### config.mk
export PLATFORM = sky130hd
export DESIGN_NAME = issue_unit
export DESIGN_NICKNAME = d
export VERILOG_FILES = /design/src/rtl/issue_unit_pkg.sv /design/src/rtl/issue_unit_scoreboard.sv /design/src/rtl/issue_unit.sv
export SDC_FILE = /design/constraint.sdc
export NUM_CORES = 1
export LEC_CHECK = 0
export ABC_CLOCK_PERIOD_IN_PS = 2950
export BUFFER_PORTS_ARGS = -buffer_cell sky130_fd_sc_hd__clkbuf_2
export CAP_MARGIN = 40
export CORE_MARGIN = 2
export CORE_UTILIZATION = 58
export DETAILED_ROUTE_END_ITERATION = 6
export PLACE_DENSITY = 0.82
export REMOVE_ABC_BUFFERS = 1
export SLEW_MARGIN = 10
export SYNTH_ARGS = -nofsm -noshare
export SYNTH_HDL_FRONTEND = slang
export SYNTH_SLANG_ARGS = --single-unit
### constraint.sdc
create_clock -name clk_in -period 2.95 [get_ports clk_in]
set_input_delay 0 -clock clk_in [delete_from_list [all_inputs] [get_ports clk_in]]
set_output_delay 0 -clock clk_in [all_outputs]
set_load 0.01 [all_outputs]
### src/rtl/issue_unit_pkg.sv
// rtl/issue_unit_pkg.sv - shared core definitions: unit-select encodings, issue FSM states
package issue_unit_pkg;

  localparam int REG_IDX_W = 5;
  localparam int SEL_W     = 3;
  localparam int UOP_W     = 4;

  // One-hot execution unit selects, shared with the decoder
  localparam logic [SEL_W-1:0] UNIT_ALU = 3'b001;
  localparam logic [SEL_W-1:0] UNIT_LSU = 3'b010;
  localparam logic [SEL_W-1:0] UNIT_VEC = 3'b100;

  typedef enum logic [1:0] {
    ISS_EMPTY    = 2'd0,
    ISS_HAZARD   = 2'd1,
    ISS_DISPATCH = 2'd2,
    ISS_ILLEGAL  = 2'd3
  } iss_state_e;

  // A select is legal only if it names exactly one known unit
  function automatic logic sel_is_legal(input logic [SEL_W-1:0] sel);
    return (sel == UNIT_ALU) || (sel == UNIT_LSU) || (sel == UNIT_VEC);
  endfunction

endpackage

### src/rtl/issue_unit_scoreboard.sv
// rtl/issue_unit_scoreboard.sv - GPR busy vector with one set, one clear and three read ports
module issue_unit_scoreboard
  import issue_unit_pkg::*;
#(
  parameter int NUM_REGS = 32
) (
  input  logic                 clk_in,
  input  logic                 rst_n_in,
  input  logic                 set_en_in,
  input  logic [REG_IDX_W-1:0] set_idx_in,
  input  logic                 clr_en_in,
  input  logic [REG_IDX_W-1:0] clr_idx_in,
  input  logic [REG_IDX_W-1:0] rd_idx_a_in,
  input  logic [REG_IDX_W-1:0] rd_idx_b_in,
  input  logic [REG_IDX_W-1:0] rd_idx_c_in,
  output logic                 busy_a_out,
  output logic                 busy_b_out,
  output logic                 busy_c_out
);

  logic [NUM_REGS-1:0] busy_q;

  // Index 0 is hardwired idle, so the lookup only scans 1..NUM_REGS-1
  function automatic logic lookup(input logic [REG_IDX_W-1:0] idx,
                                  input logic [NUM_REGS-1:0]  vec);
    logic hit;
    hit = 1'b0;
    for (int i = 1; i < NUM_REGS; i++) begin
      if (idx == REG_IDX_W'(i)) hit = vec[i];
    end
    return hit;
  endfunction

  // Busy bits: a set beats a same-cycle clear of the same register
  always_ff @(posedge clk_in or negedge rst_n_in) begin
    if (!rst_n_in) begin
      busy_q <= '0;
    end else begin
      for (int i = 1; i < NUM_REGS; i++) begin
        if (set_en_in && (set_idx_in == REG_IDX_W'(i))) busy_q[i] <= 1'b1;
        else if (clr_en_in && (clr_idx_in == REG_IDX_W'(i))) busy_q[i] <= 1'b0;
      end
    end
  end

  assign busy_a_out = lookup(rd_idx_a_in, busy_q);
  assign busy_b_out = lookup(rd_idx_b_in, busy_q);
  assign busy_c_out = lookup(rd_idx_c_in, busy_q);

endmodule

### src/rtl/issue_unit.sv
// rtl/issue_unit.sv - single-entry issue stage with scoreboard hazard check and one-hot dispatch
module issue_unit
  import issue_unit_pkg::*;
#(
  parameter int NUM_REGS    = 32,
  parameter int STALL_CNT_W = 16
) (
  input  logic                   clk_in,
  input  logic                   rst_n_in,
  input  logic                   dec_valid_in,
  output logic                   dec_ready_out,
  input  logic [SEL_W-1:0]       exec_unit_sel_in,
  input  logic [UOP_W-1:0]       exec_unit_uop_in,
  input  logic [REG_IDX_W-1:0]   rs1_in,
  input  logic [REG_IDX_W-1:0]   rs2_in,
  input  logic [REG_IDX_W-1:0]   rd_in,
  input  logic                   rs1_used_in,
  input  logic                   rs2_used_in,
  input  logic                   rd_we_in,
  output logic [SEL_W-1:0]       iss_valid_out,
  input  logic [SEL_W-1:0]       iss_ready_in,
  output logic [UOP_W-1:0]       iss_uop_out,
  output logic [REG_IDX_W-1:0]   iss_rs1_out,
  output logic [REG_IDX_W-1:0]   iss_rs2_out,
  output logic [REG_IDX_W-1:0]   iss_rd_out,
  input  logic                   wb_valid_in,
  input  logic [REG_IDX_W-1:0]   wb_rd_in,
  input  logic                   flush_in,
  output logic                   illegal_out,
  output logic [STALL_CNT_W-1:0] stall_cnt_out
);

  iss_state_e             state_q, state_d;
  logic [SEL_W-1:0]       sel_q;
  logic [UOP_W-1:0]       uop_q;
  logic [REG_IDX_W-1:0]   rs1_q, rs2_q, rd_q;
  logic                   rs1_used_q, rs2_used_q, rd_we_q;
  logic [STALL_CNT_W-1:0] stall_q;

  logic                   handshake, accept, set_en, in_hazard, hazard;
  logic [REG_IDX_W-1:0]   chk_rs1, chk_rs2, chk_rd;
  logic                   chk_rs1_used, chk_rs2_used, chk_rd_we;
  logic                   busy_rs1, busy_rs2, busy_rd;

  // Dispatch handshake and decoder back-pressure; flush suppresses both
  always_comb begin
    iss_valid_out = (state_q == ISS_DISPATCH && !flush_in) ? sel_q : '0;
    handshake     = |(iss_valid_out & iss_ready_in);
    dec_ready_out = !flush_in && ((state_q == ISS_EMPTY) || handshake);
    accept        = dec_valid_in && dec_ready_out;
    set_en        = handshake && rd_we_q && (rd_q != '0);
  end

  // Hazard check: held fields while stalled, incoming fields otherwise.
  // A destination being set by this cycle's dispatch is forwarded so a
  // dependent follower is caught; writebacks are never forwarded.
  always_comb begin
    in_hazard    = (state_q == ISS_HAZARD);
    chk_rs1      = in_hazard ? rs1_q      : rs1_in;
    chk_rs2      = in_hazard ? rs2_q      : rs2_in;
    chk_rd       = in_hazard ? rd_q       : rd_in;
    chk_rs1_used = in_hazard ? rs1_used_q : rs1_used_in;
    chk_rs2_used = in_hazard ? rs2_used_q : rs2_used_in;
    chk_rd_we    = in_hazard ? rd_we_q    : rd_we_in;
    hazard = (chk_rs1_used && (busy_rs1 || (set_en && rd_q == chk_rs1))) ||
             (chk_rs2_used && (busy_rs2 || (set_en && rd_q == chk_rs2))) ||
             (chk_rd_we    && (busy_rd  || (set_en && rd_q == chk_rd)));
  end

  issue_unit_scoreboard #(
    .NUM_REGS (NUM_REGS)
  ) u_scoreboard (
    .clk_in      (clk_in),
    .rst_n_in    (rst_n_in),
    .set_en_in   (set_en),
    .set_idx_in  (rd_q),
    .clr_en_in   (wb_valid_in),
    .clr_idx_in  (wb_rd_in),
    .rd_idx_a_in (chk_rs1),
    .rd_idx_b_in (chk_rs2),
    .rd_idx_c_in (chk_rd),
    .busy_a_out  (busy_rs1),
    .busy_b_out  (busy_rs2),
    .busy_c_out  (busy_rd)
  );

  // Next-state selection; flush overrides every other transition
  always_comb begin
    state_d = state_q;
    case (state_q)
      ISS_EMPTY: begin
        if (accept) begin
          if (!sel_is_legal(exec_unit_sel_in)) state_d = ISS_ILLEGAL;
          else if (hazard)                     state_d = ISS_HAZARD;
          else                                 state_d = ISS_DISPATCH;
        end
      end
      ISS_HAZARD: begin
        if (!hazard) state_d = ISS_DISPATCH;
      end
      ISS_DISPATCH: begin
        if (handshake) begin
          if (!accept)                              state_d = ISS_EMPTY;
          else if (!sel_is_legal(exec_unit_sel_in)) state_d = ISS_ILLEGAL;
          else if (hazard)                          state_d = ISS_HAZARD;
          else                                      state_d = ISS_DISPATCH;
        end
      end
      ISS_ILLEGAL: state_d = ISS_ILLEGAL;
      default:     state_d = ISS_EMPTY;
    endcase
    if (flush_in) state_d = ISS_EMPTY;
  end

  // State register
  always_ff @(posedge clk_in or negedge rst_n_in) begin
    if (!rst_n_in) state_q <= ISS_EMPTY;
    else           state_q <= state_d;
  end

  // Issue register: captures every field on accept and holds until the next one
  always_ff @(posedge clk_in or negedge rst_n_in) begin
    if (!rst_n_in) begin
      sel_q      <= '0;
      uop_q      <= '0;
      rs1_q      <= '0;
      rs2_q      <= '0;
      rd_q       <= '0;
      rs1_used_q <= 1'b0;
      rs2_used_q <= 1'b0;
      rd_we_q    <= 1'b0;
    end else if (accept) begin
      sel_q      <= exec_unit_sel_in;
      uop_q      <= exec_unit_uop_in;
      rs1_q      <= rs1_in;
      rs2_q      <= rs2_in;
      rd_q       <= rd_in;
      rs1_used_q <= rs1_used_in;
      rs2_used_q <= rs2_used_in;
      rd_we_q    <= rd_we_in;
    end
  end

  // Saturating count of cycles spent stalled on a hazard
  always_ff @(posedge clk_in or negedge rst_n_in) begin
    if (!rst_n_in) begin
      stall_q <= '0;
    end else if (!flush_in && state_q == ISS_HAZARD && stall_q != '1) begin
      stall_q <= stall_q + 1'b1;
    end
  end

  assign iss_uop_out   = uop_q;
  assign iss_rs1_out   = rs1_q;
  assign iss_rs2_out   = rs2_q;
  assign iss_rd_out    = rd_q;
  assign illegal_out   = (state_q == ISS_ILLEGAL);
  assign stall_cnt_out = stall_q;

endmodule

# ---- After elaboration in Yosys (flattened, before gate mapping)
# Cells that the tools add are included.
dict set report classes {
  n_mul 0
  n_bitwise 1
  eq_ne 168
  magnitude_cmp 0
  n_mux 170
  n_div 0
  add_sub_neg 1
  n_reduce_logical 119
  n_shift 0
}
# cell count
set op_table {}
lappend op_table {{equality test 5 bit, second input constant} 80}
lappend op_table {{equality test 5 x 4 -> 1 bit, second input constant} 40}
lappend op_table {{two-way mux 1 bit} 158}
lappend op_table {{equality test 5 x 3 -> 1 bit, second input constant} 20}
lappend op_table {{logical AND 1 bit} 75}
lappend op_table {{nonzero test 2 bit} 31}
lappend op_table {{equality test 5 x 2 -> 1 bit, second input constant} 10}
lappend op_table {{equality test 5 x 1 -> 1 bit, second input constant} 5}
lappend op_table {{adder 16 x 1 -> 16 bit, second input constant} 1}
lappend op_table {{inequality test 16 bit, second input constant} 1}
lappend op_table {{equality test 5 bit} 3}
lappend op_table {{two-way mux 5 bit} 3}
lappend op_table {{two-way mux 2 bit} 7}
lappend op_table {{inequality test 3 bit, second input constant} 3}
lappend op_table {{logical OR 1 bit} 8}
lappend op_table {{one-hot mux 2 bit (4 select lines)} 1}
lappend op_table {{nonzero test 5 bit} 1}
lappend op_table {{equality test 2 bit, second input constant} 2}
lappend op_table {{bitwise AND 3 bit} 1}
lappend op_table {{equality test 3 x 1 -> 1 bit, second input constant} 1}
lappend op_table {{equality test 3 x 2 -> 1 bit, second input constant} 1}
lappend op_table {{equality test 3 bit, second input constant} 1}
lappend op_table {{two-way mux 3 bit} 1}
lappend op_table {{AND reduction 3 bit} 1}
lappend op_table {{4 further kinds} 4}
dict set report word_totals {
  mem_bits_rw 0
  latchBits 0
  register_bits 74
  n_memories 0
  mem_bits_ro 0
  output_inout_bits 40
  inputBits 38
}

# ---- Depth between registers and ports, before layout
# Gate-level depths: netlist of run 1.
dict set report depth {
  word_depth 44
  depth_mapped 13
}

# ---- By module
# A second synthesis of run 1 with hierarchy kept.
dict set report unflattened {
  cells_unflattened 610
  hier_area_um2 5218.8
}
# module cells_per_inst seq_area_each_um2 instances area_per_inst_um2
set by_module_without_submodules {}
lappend by_module_without_submodules {issue_unit_scoreboard 358 775.7 1 2742.6}
lappend by_module_without_submodules {issue_unit 252 1076.0 1 2476.1}

# ---- Worst setup path after synthesis of run 1
# No wires, ideal clock.
dict set report synth_timing {
  kind {register to register}
  startpoint {register state_q[0]}
  endpoint {register state_q[0]}
  setup_slack_ps 642
  path_stages_with_launch 12
  arrival_ps 2190
  setup_time_ps 119
  path_cell_list {dfrtp_1 buf_4 nand2b_4 buf_6 mux2_4 a221oi_2 a21oi_1 a221oi_2 o211ai_1 a32oi_1 nand3_1 o21a_1}
}
dict set report synth_via {
  elab_chain_len 44
  elab_cells_between_ends 230
  cone_classes {eq/ne (102); mux (107); bitwise (1); reduce/logical (20)}
}
# element line
set synth_rtl {}
lappend synth_rtl {{start, declared} issue_unit.sv:33} ;# iss_state_e state_q, state_d;
lappend synth_rtl {{start signal, assigned} issue_unit.sv:118} ;# else state_q <= state_d;
lappend synth_rtl {{equality test 2 x 1 -> 1 bit} {issue_unit.sv:58, issue_unit.sv:90}}
lappend synth_rtl {{two-way mux 5 bit, on equally long branches} {issue_unit.sv:59, issue_unit.sv:60}}
lappend synth_rtl {{equality test 5 x 1 -> 1 bit} issue_unit_scoreboard.sv:29} ;# if (idx == REG_IDX_W'(i)) hit = vec[i];
lappend synth_rtl {{two-way mux 1 bit (31 in a row)} issue_unit_scoreboard.sv:29}
lappend synth_rtl {{logical OR 1 bit, on equally long branches} {issue_unit.sv:65, issue_unit.sv:66}}
lappend synth_rtl {{logical AND 1 bit, on equally long branches} {issue_unit.sv:65, issue_unit.sv:66}}
lappend synth_rtl {{logical OR 1 bit} issue_unit.sv:65} ;# hazard = (chk_rs1_used && (busy_rs1 || (set_en && rd_q == chk_rs1))) ||
lappend synth_rtl {{logical OR 1 bit} issue_unit.sv:66} ;# (chk_rs2_used && (busy_rs2 || (set_en && rd_q == chk_rs2))) ||
lappend synth_rtl {{two-way mux 2 bit} {issue_unit.sv:94, issue_unit.sv:105}}
lappend synth_rtl {{two-way mux 2 bit} issue_unit.sv:93} ;# if (!sel_is_legal(exec_unit_sel_in)) state_d = ISS_ILLEGAL;
lappend synth_rtl {{two-way mux 2 bit} issue_unit.sv:103} ;# if (!accept) state_d = ISS_EMPTY;
lappend synth_rtl {{two-way mux 2 bit} issue_unit.sv:102} ;# if (handshake) begin
lappend synth_rtl {{one-hot mux 2 bit (4 select lines)} issue_unit.sv:90} ;# case (state_q)
lappend synth_rtl {{two-way mux 2 bit} issue_unit.sv:112} ;# if (flush_in) state_d = ISS_EMPTY;
# Parallel ways exist; a longest one is shown, timed or not. The select of a mux whose other input is x is not followed.
# A chain may end at the register's enable or synchronous reset.

# ---- Worst setup path after layout of run 1
# Same ends and word-level chain as after synthesis.

==> metrics.yaml, run 1 <==
status:
  status: "complete, no violations"
synthesis:
  ys_seq_area_share_pct: 35.0
  syn-cell-area_mm2: 0.00529
  synth-simple-area-share_pct: 18.9
  synth.avg_cell_area_um2: 8.71
  synth_top_family_by_area: "compound AO/OA/AOI/OAI gates"
  synthMuxAreaShare_pct: 10.4
  synth-edff-count: 0
  yosysUniqueCellTypes: 76
  ys.flop_type: "dfrtp_1"
  synth_compound_area_share_pct: 27.0
  synth_xor_area_share_pct: 4.64
  synthCells: 607
  synthArstFlopShare_pct: 100
  synthAdderAreaFrac_pct: 0.237
  ys_ff_latch: 74
  ys_warn_count: 0
critical_path:
  endpoint: "state_q[0]"
  ff2ff_path_depth: 9
  cp_slowest_stage_delay_ns: 0.47
  critPathTopFamily: "compound AO/OA/AOI/OAI gates"
  rrSetupSlack_ns: 0.05
  crit_start: "state_q[0]"
  cp_cell_sequence: "nor2b_4 > buf_4 > mux2i_2 > nand3_1 > o311ai_0 > a221oi_1 > a32oi_1 > nand3_1 > o21a_1"
  cp_common_cell: "nand3_1"
  path_class: "flip-flop to flip-flop"
  crit_path_top_delay_cell: "dfrtp_2"
  r2r-start: "state_q[0]"
  cp_max_fo: 8
  end_kind: "flip-flop"
  crit_required_ns: 3.19
  path_depth: 9
  critPathBufInv: 1
  worstReg2RegEnd: "state_q[0]"
  cp-start-kind: "flip-flop"
  critPathArrivalTime_ns: 3.14
final_layout:
  syn2layout_area_growth_pct: 20.9
  n_antenna_cell: 0
  nNetsFinal: 763
  finish.instance_area_mm2: 0.00639
  fillers: 673
  stdcell_count: 837
  final_common_cell: "o21ai_0"
  drive_gt1_share_pct: 23.7
  final_cell_mix: "o21ai_0, clkbuf_2, dfrtp_1, nand2_1, nor2_1"
  final_util_pct: 72.9
floorplanning:
  row_count: 34
  coreArea_mm2: 0.00876
  fp.dieW_um: 99.5
  die_h_um: 99.5
  dieArea_mm2: 0.00990
  start_util_pct: 60.3
  io_pins: 78
route:
  viasPerCell: 6.92
  drtPass1Iterations: 7
  wl_um: 18900
  post-route-drc-count: 0
  initialDrtViolationCount: 569
  vias: 5793
  ant_nets: 0
  wl_per_cell_um: 22.6
power:
  ir_drop_v: 0.000550
  p_leak_nw: 2.71
  power_density_mw_per_mm2: 846
  power.total_mw: 5.41
timing:
  hold_viol_final: 0
  period_minus_slack_ns: 2.90
  maxSlewHeadroom_pct: 57.9
  worst_slew_pin_slew_ns: 0.615
  setup_violations: 0
  fin_skew_ns: 0.00979
  rsz0062_at_grt: "false"
  slew_viol_final: 0
  fmax_mhz: 345
  holdWs_ns: 0.00898
  finalCritPeriodShare_pct: 98.2
global_routing:
  grt_use_total_pct: 38.3
  grt_pass1_wl_um: 29500
  grt_max_degree: 43
  grt_overflow: 0
  first_global_vias: 5537
  antenna_found_initial: 0
clock_tree:
  cts_tree: "yes"
  root_buffer: "clkbuf_8"
  cts.sinks: 74
  clkLatencyLatePin_ns: 0.36
  clk_path_buf_depth: 2
  cts_made_buffers: 9
  htreeDepth: 3
  clkTransAtPathRegs_ns: 0.09
place:
  dp_cells: 798
  gp_congestion: 1.16
  portBuffers: 77
  place_hpwl_um: 13500
  placed_area_mm2: 0.00593
hold_path:
  min-delay-start: "rd_in[1]"
  min_path_type: "primary input to flip-flop"
job:
  max_cap_viol_count: 0
## power breakdown
| part | switching, mW | internal (mW) | leakage (nW) |
|---|---|---|---|
| registers | 0.649 | 1.34 | 0.965 |
| clock network | 0.426 | 0.397 | 0.0962 |
| logic | 1.47 | 1.12 | 1.65 |
| total | 2.55 | 2.86 | 2.71 |
## registers in the layout, summed over array words and instances, names as in the netlist, 2 cells and up
signal               count
sel_q                    3
iss_rs2_out              5
u_scoreboard.busy_q     31
iss_rs1_out              5
stall_cnt_out           16
iss_uop_out              4
iss_rd_out               5
state_q                  2
## synthesized netlist by cell type (all sizes together), types with 3 or more instances
master	count	area share, %
nor2	41	3.0
and4b	5	0.95
nor2b	9	1.1
nor4	5	0.59
nand4	8	0.95
and2	3	0.35
a32oi	4	0.66
and3	6	0.71
o221ai	3	0.50
o211ai	7	0.99
clkbuf	8	0.57
nand2	52	3.7
o311ai	3	0.50
inv	17	1.2
xnor2	19	3.1
mux2i	19	4.0
a31oi	15	1.8
or4b	4	0.76
dfrtp	74	35
a221oi	6	1.2
o31ai	4	0.76
nand3	22	2.1
a211oi	6	0.95
buf	19	2.1
a31o	3	0.50
nor4bb	5	0.95
nor3	8	0.85
o21a	3	0.43
a22oi	12	1.8
or2	4	0.47
a222oi	3	0.57
a21oi	22	2.1
o21ai	95	9.0
o22ai	13	1.5
nand2b	12	1.6
xor2	9	1.5
mux2	30	6.5
## repair_timing
action	in CTS	in global routing
hold endpoints to repair	95	0
endpoints found under the setup margin	2	2
buffers inserted	0	1
resized for setup	1	6
hold buffers	22	0
## how the worst min path moves through the flow
| stage | end | slack [ns] | depth (start not counted) |
|---|---|---|---|
| floorplan | iss_rd_out[0] | -0.30 | 0 |
| global placement | u_scoreboard.busy_q[2] | 0.17 | 1 |
| detailed placement | u_scoreboard.busy_q[6] | -0.03 | 1 |
| CTS | iss_rd_out[1] | 0.0005 | 3 |
| global route | stall_cnt_out[1] | 0.03 | 4 |
| finish | iss_rd_out[1] | 0.009 | 3 |
## cells by family after synthesis
kind of cell / count (synthesis)
mux: 49
buf+inv: 44
flops: 74
xor+xnor: 28
compound gates: 221
fa+ha+maj: 1
simple gates: 190
## metrics by stage
step / TNS, ns / setup WS (ns)
global route: 0 / 0.00364
CTS: 0 / 0.0609
global placement: 0 / 0.177
finish: 0 / 0.0537
detailed placement: -0.0477 / -0.0302
floorplan: -0.994 / -0.554
## layout make-up
class	count	area, um2	area share, %
Clock buffer	9	124	1.94
Clock inverter	7	76.3	1.19
Inverter	17	63.8	0.998
Multi-Input combinational cell	489	3260	51.0
Sequential cell	74	1850	29.0
Tap cell	108	135	2.11
Timing Repair Buffer	133	876	13.7
## metal layers
layer  global-route usage (%)  share of wire, %
met5                        0                 0
met2                     59.9                45
met3                     9.56                11
met1                     51.5                39
met4                     15.0               4.6
## worst min-delay path: cells and delay by family
family	cells	cell delay [ns]
buffers and inverters	1	0.16
and+or+nand+nor	1	0.09
AOI/OAI and AO/OA	1	0.07
(Power assumes the default switching activity.)
==> run 2: changes to the inputs <==
--- a/config.mk
+++ b/config.mk
@@ -16,4 +16,5 @@
 export SLEW_MARGIN = 10
 export SYNTH_ARGS = -nofsm -noshare
 export SYNTH_HDL_FRONTEND = slang
+export SYNTH_HIERARCHICAL = 1
 export SYNTH_SLANG_ARGS = --single-unit
==> run 2 against run 1 <==
Compared with the run above:
- die area down 1.3%
- highest routed layer unchanged
- sequential cell count unchanged
- non-clock buffer count up 14
- worst setup slack worse by 0.022 ns
- synthesized cell count up 0.49%
- largest cell class unchanged
- first-iteration DRC count up 6.3%
- global-route usage down 1.4 points
- clock skew down 0.00085 ns
- register-to-register slack worse by 0.02 ns
- final cell count up 1.7%
- synthesized area down 1.3%
==> metrics.yaml, run 2 <==
clock_tree:
  clkLatencyLatePin_ns: 0.35
  cts_tree: "yes"
  root_buffer: "clkbuf_8"
  clk_path_buf_depth: 2
  cts.sinks: 74
  cts_made_buffers: 9
  clkTransAtPathRegs_ns: 0.08
  htreeDepth: 3
synthesis:
  yosysUniqueCellTypes: 79
  ys_ff_latch: 74
  synth.avg_cell_area_um2: 8.56
  synthArstFlopShare_pct: 100
  synth_top_area_share_pct: 35.5
  ys.flop_type: "dfrtp_1"
  synthCells: 610
  syn-cell-area_mm2: 0.00522
  ys_warn_count: 6
  yosys.area.top_type: "dfrtp_1"
  ys_seq_area_share_pct: 35.5
  yosys.cell_count.top_type: "o21ai_0"
  synth-edff-count: 0
  synth.area.top_cells: "dfrtp_1, o21ai_0, nand2_1"
  synth.top_cells.by_count: "o21ai_0, dfrtp_1, nand2_1, nor2_1"
floorplanning:
  io_pins: 78
  row_count: 34
  start_util_pct: 59.8
  die_h_um: 98.9
  coreArea_mm2: 0.00872
  fp.dieW_um: 98.9
  dieArea_mm2: 0.00977
critical_path:
  cp-start-kind: "flip-flop"
  cp_max_fo: 10
  path_class: "flip-flop to flip-flop"
  end_kind: "flip-flop"
  critPathArrivalTime_ns: 3.15
  crit_required_ns: 3.18
route:
  initialDrtViolationCount: 605
  viasPerCell: 6.65
  wl_um: 18300
  ant_nets: 0
  vias: 5660
  post-route-drc-count: 0
  drtPass1Iterations: 5
  wl_per_cell_um: 21.5
timing:
  hold_viol_final: 0
  fmax_mhz: 343
  period_minus_slack_ns: 2.92
  slew_viol_final: 0
  setup_slack_ns: 0.0314
  setup_violations: 0
  rsz0062_at_grt: "true"
  setup-tns-final_ns: 0
  finalCritPeriodShare_pct: 98.9
  holdWs_ns: 0.108
  maxSlewHeadroom_pct: 46.1
  fin_skew_ns: 0.00893
  worst_slew_pin_slew_ns: 0.803
global_routing:
  grt_pass1_wl_um: 28700
  grt_use_total_pct: 36.9
  grt_overflow: 0
  antenna_found_initial: 0
  grt_max_degree: 46
  first_global_vias: 5470
power:
  power_density_mw_per_mm2: 878
  pwr-share-seq_pct: 31.8
  p_sw_mw: 2.57
  switching_share_pct: 44.5
  p_leak_nw: 2.88
  power.total_mw: 5.77
  power.share.clock_pct: 16.5
  combPwrFrac_pct: 51.7
  ir_drop_v: 0.000600
  p_int_mw: 3.21
final_layout:
  regArea_mm2: 0.00185
  syn2layout_area_growth_pct: 25.9
  n_antenna_cell: 0
  top_register: "u_scoreboard/busy_q"
  largest_reg_flops: 31
  final_util_pct: 75.4
  final_common_cell: "o21ai_0"
  final_cell_mix: "o21ai_0, clkbuf_2, dfrtp_1, nand2_1"
  drive_gt1_share_pct: 25.4
  fillers: 570
  multi_input_area_mm2: 0.00323
  nNetsFinal: 778
place:
  place_hpwl_um: 11900
  place_ws_ns: 0.0878
  portBuffers: 77
  gp_congestion: 1.00
status:
  status: "complete, no violations"
job:
  max_cap_viol_count: 0
hold_path:
  min_path_type: "primary input to async pin"
## run 2: changes by cell type in the layout (fill, tap and decap cells not counted), moves of 5 or more
cell and change:
o22ai_1 -10, nand4b_1 +6, nor2_1 -6, dlygate4sd3_1 +6, nand2_1 +16, nand2_2 +5
a31oi_1 -6, o211ai_1 -5, nand3b_1 +6, a22oi_1 -9, nand2b_1 +12
## run 2: final cells by class
| class | count | area share, % |
|---|---|---|
| multi-input combinational | 490 | 49.1 |
| sequential | 74 | 28.2 |
| timing repair buffer | 147 | 16.1 |
| tap | 108 | 2.06 |
| clock buffer | 10 | 1.94 |
| clock inverter | 5 | 1.58 |
| inverter | 17 | 0.971 |
## run 2: power by group through the flow
stage               registers (mW)  logic [mW]  clock network (mW)
floorplan                     1.79        1.55                   0
global placement              1.79        2.58                   0
detailed placement            1.80        2.67                   0
CTS                           1.78        2.72               0.961
global route                  1.86        3.22                1.01
finish                        1.83        2.99               0.953
## run 2: worst max-delay path, stage by stage (launching register included)
cell,delay [ns]
dfrtp_2,0.44
buf_12,0.14
nand2b_4,0.14
mux2_4,0.38
and2b_4,0.20
a22oi_1,0.17
o22ai_1,0.11
a32oi_1,0.20
nand3_1,0.10
o211a_1,0.27
a22oi_1,0.18
o21ai_1,0.13
o41a_1,0.33
## run 2: metrics by stage
stage	instance area [um2]	instances
final	6570	851
after global routing	6570	851
after CTS	6420	845
after detailed placement	5910	802
after global placement	5860	800
after floorplan	5060	579
## run 2: logic make-up after synthesis
logic type / synth area share (%)
AND/OR/NAND/NOR: 22.6
AO/OA/AOI/OAI: 23.2
multiplexers: 9.33
XOR/XNOR: 4.87
flip-flops: 35.5
buffers and inverters: 4.32
adder cells (fa/ha/maj): 0.240
## run 2: path summary, 6_finish.rpt
path | start | to | slack [ns] | depth (start not counted)
worst max-delay path | state_q[0] | state_q[0] | 0.03 | 12
worst min-delay path | rst_n_in | stall_cnt_out[9] | 0.11 | 2
worst max register to register | state_q[0] | state_q[0] | 0.03 | 12
worst min register to register | iss_uop_out[1] | iss_uop_out[1] | 0.50 | 1
max in group asynchronous | rst_n_in | u_scoreboard/busy_q[16] | 2.27 | 3
min in group clk_in | wb_rd_in[4] | u_scoreboard/busy_q[18] | 0.11 | 4
## run 2: what timing repair did
action,in CTS,in global routing
hold buffers,28,0
endpoints found under the setup margin,0,2
gates resized for setup,0,26
buffers inserted,0,3
endpoints found under the hold margin,100,0
## run 2: metal layers
layer  up-vias  wire length (um)  GRT usage (%)
met5         -                 0              0
met4         0               940           17.4
met3        85              1780           6.10
met2       404              8580           59.8
met1      2675              7010           48.3
li1       2496                 -              -
==> run 3: changes to the inputs <==
==> constraint.sdc (replaced) <==
create_clock -name clk_in -period 2.95 [get_ports clk_in]
set_input_delay 0.1475 -clock clk_in [delete_from_list [all_inputs] [get_ports clk_in]]
set_output_delay 0.1475 -clock clk_in [all_outputs]
set_load 0.01 [all_outputs]
==> run 3 against run 2 <==
Compared with the run above:
- largest power group unchanged
- first-iteration DRC count is 16% lower
- non-clock buffer count is 21 lower
- sequential cell count stayed put
- clock power hardly changed
- critical endpoint is now u_scoreboard/busy_q[2]
- total power is 1.2% lower
==> metrics.yaml, run 3 (same netlist as run 2, synthesis figures left out) <==
timing:
  fin_skew_ns: 0.0108
  slew_viol_final: 0
  maxSlewHeadroom_pct: 35.3
  finalCritPeriodShare_pct: 97.7
  setup_slack_ns: 0.0668
  period_minus_slack_ns: 2.88
  fmax_mhz: 347
  hold_viol_final: 0
  worst_slew_pin_slew_ns: 0.964
  setup_violations: 0
final_layout:
  largest_reg_flops: 31
  n_antenna_cell: 0
  fillers: 648
  top_register: "u_scoreboard/busy_q"
  syn2layout_area_growth_pct: 21.8
  final_common_cell: "o21ai_0"
  nNetsFinal: 758
  drive_gt1_share_pct: 27.2
  final_cell_mix: "o21ai_0, clkbuf_2, dfrtp_1, nand2_1, buf_4"
  finish.instance_area_mm2: 0.00636
  regArea_mm2: 0.00185
  multi_input_area_mm2: 0.00324
route:
  vias: 5353
  post-route-drc-count: 0
  wl_per_cell_um: 20.2
  initialDrtViolationCount: 510
  wl_um: 16800
  ant_nets: 0
  drtPass1Iterations: 5
  viasPerCell: 6.44
power:
  ir_drop_v: 0.000549
  combPwrFrac_pct: 51.3
  pwr-share-seq_pct: 32.0
  power.share.clock_pct: 16.7
  p_sw_mw: 2.49
  power_density_mw_per_mm2: 897
  p_int_mw: 3.21
  p_leak_nw: 2.80
  switching_share_pct: 43.7
clock_tree:
  cts_tree: "yes"
  cts.sinks: 74
  clkTransAtPathRegs_ns: 0.08
  root_buffer: "clkbuf_8"
  clk_path_buf_depth: 2
  cts_made_buffers: 9
  clkLatencyLatePin_ns: 0.35
  htreeDepth: 3
global_routing:
  met1_usage_pct: 46.8
  antenna_found_initial: 0
  grt_max_degree: 46
  grt_overflow: 0
  grt-busiest-layer: "met2"
  met2_usage_pct: 53.9
  grt_pass1_wl_um: 26600
  met3_usage_pct: 5.18
  first_global_vias: 5157
  grt_use_total_pct: 34.2
status:
  status: "complete, no violations"
critical_path:
  critPathArrivalTime_ns: 3.14
  cp-start-kind: "flip-flop"
  end_kind: "flip-flop"
  path_class: "flip-flop to flip-flop"
  cp_max_fo: 7
  crit_required_ns: 3.21
floorplanning:
  fp.dieW_um: 98.9
  coreArea_mm2: 0.00872
  dieArea_mm2: 0.00977
  start_util_pct: 59.8
  die_h_um: 98.9
  io_pins: 78
  row_count: 34
place:
  portBuffers: 77
  place_ws_ns: 0.0878
  place_hpwl_um: 11900
  gp_congestion: 1.00
  placed_area_mm2: 0.00591
hold_path:
  min_path_type: "primary input to flip-flop"
job:
  max_cap_viol_count: 0
-- run 3: path summary, 6_finish.rpt --
kind	end	slack [ns]	cells after the start	startpoint
min in group asynchronous	stall_cnt_out[9]	0.26	2	rst_n_in
setup reg to reg	u_scoreboard/busy_q[2]	0.07	8	state_q[0]
max in group asynchronous	state_q[0]	2.11	3	rst_n_in
hold / removal	iss_uop_out[3]	0.009	2	exec_unit_uop_in[3]
setup / recovery	u_scoreboard/busy_q[2]	0.07	8	state_q[0]
hold reg to reg	iss_uop_out[1]	0.49	1	iss_uop_out[1]
-- run 3: final cells by class --
type / count / area share, %
clock buffers: 10 / 2.01
clock inverters: 5 / 1.63
inverters: 17 / 1.00
multi-input cells: 491 / 51.0
flip-flops and latches: 74 / 29.2
well taps: 108 / 2.13
repair buffers: 126 / 13.1
-- run 3: stage by stage --
stage	power, mW	TNS (ns)	std cells	hold slack (ns)	util [%]
floorplan	3.34	-1.67	579	-0.148	-
global placement	4.37	0	800	0.319	67.2
detailed placement	4.47	0	802	0.101	67.8
CTS	5.44	0	818	0.00498	70.5
global route	6.04	-1.03	831	0.0116	72.9
finish	5.70	0	831	0.00880	72.9
-- run 3: critical path, cell delays in order (launching register included) --
cell	delay, ns
dfrtp_2	0.46
buf_4	0.15
buf_4	0.13
nor2_1	0.30
nand3_1	0.14
nor3_1	0.79
nor2b_1	0.39
nand3b_1	0.20
o21ai_0	0.23
-- run 3: timing repair --
item	4_1_cts	5_1_grt
setup buffers	0	9
setup endpoints to repair	0	2
endpoints found under the hold margin	29	0
resized for setup	0	31
hold buffers	1	0
-- run 3: routing by layer --
metal / part of all wire [%] / up-vias
li1: - / 2458
met5: 0 / -
met3: 7.3 / 42
met2: 47 / 291
met1: 42 / 2562
met4: 3.4 / 0
-- run 3: power groups by stage --
stage / Combinational (mW) / Sequential (mW) / Clock (mW)
floorplan: 1.55 / 1.79 / 0
global placement: 2.58 / 1.79 / 0
detailed placement: 2.67 / 1.80 / 0
CTS: 2.70 / 1.78 / 0.961
global route: 3.17 / 1.86 / 1.01
finish: 2.93 / 1.82 / 0.953
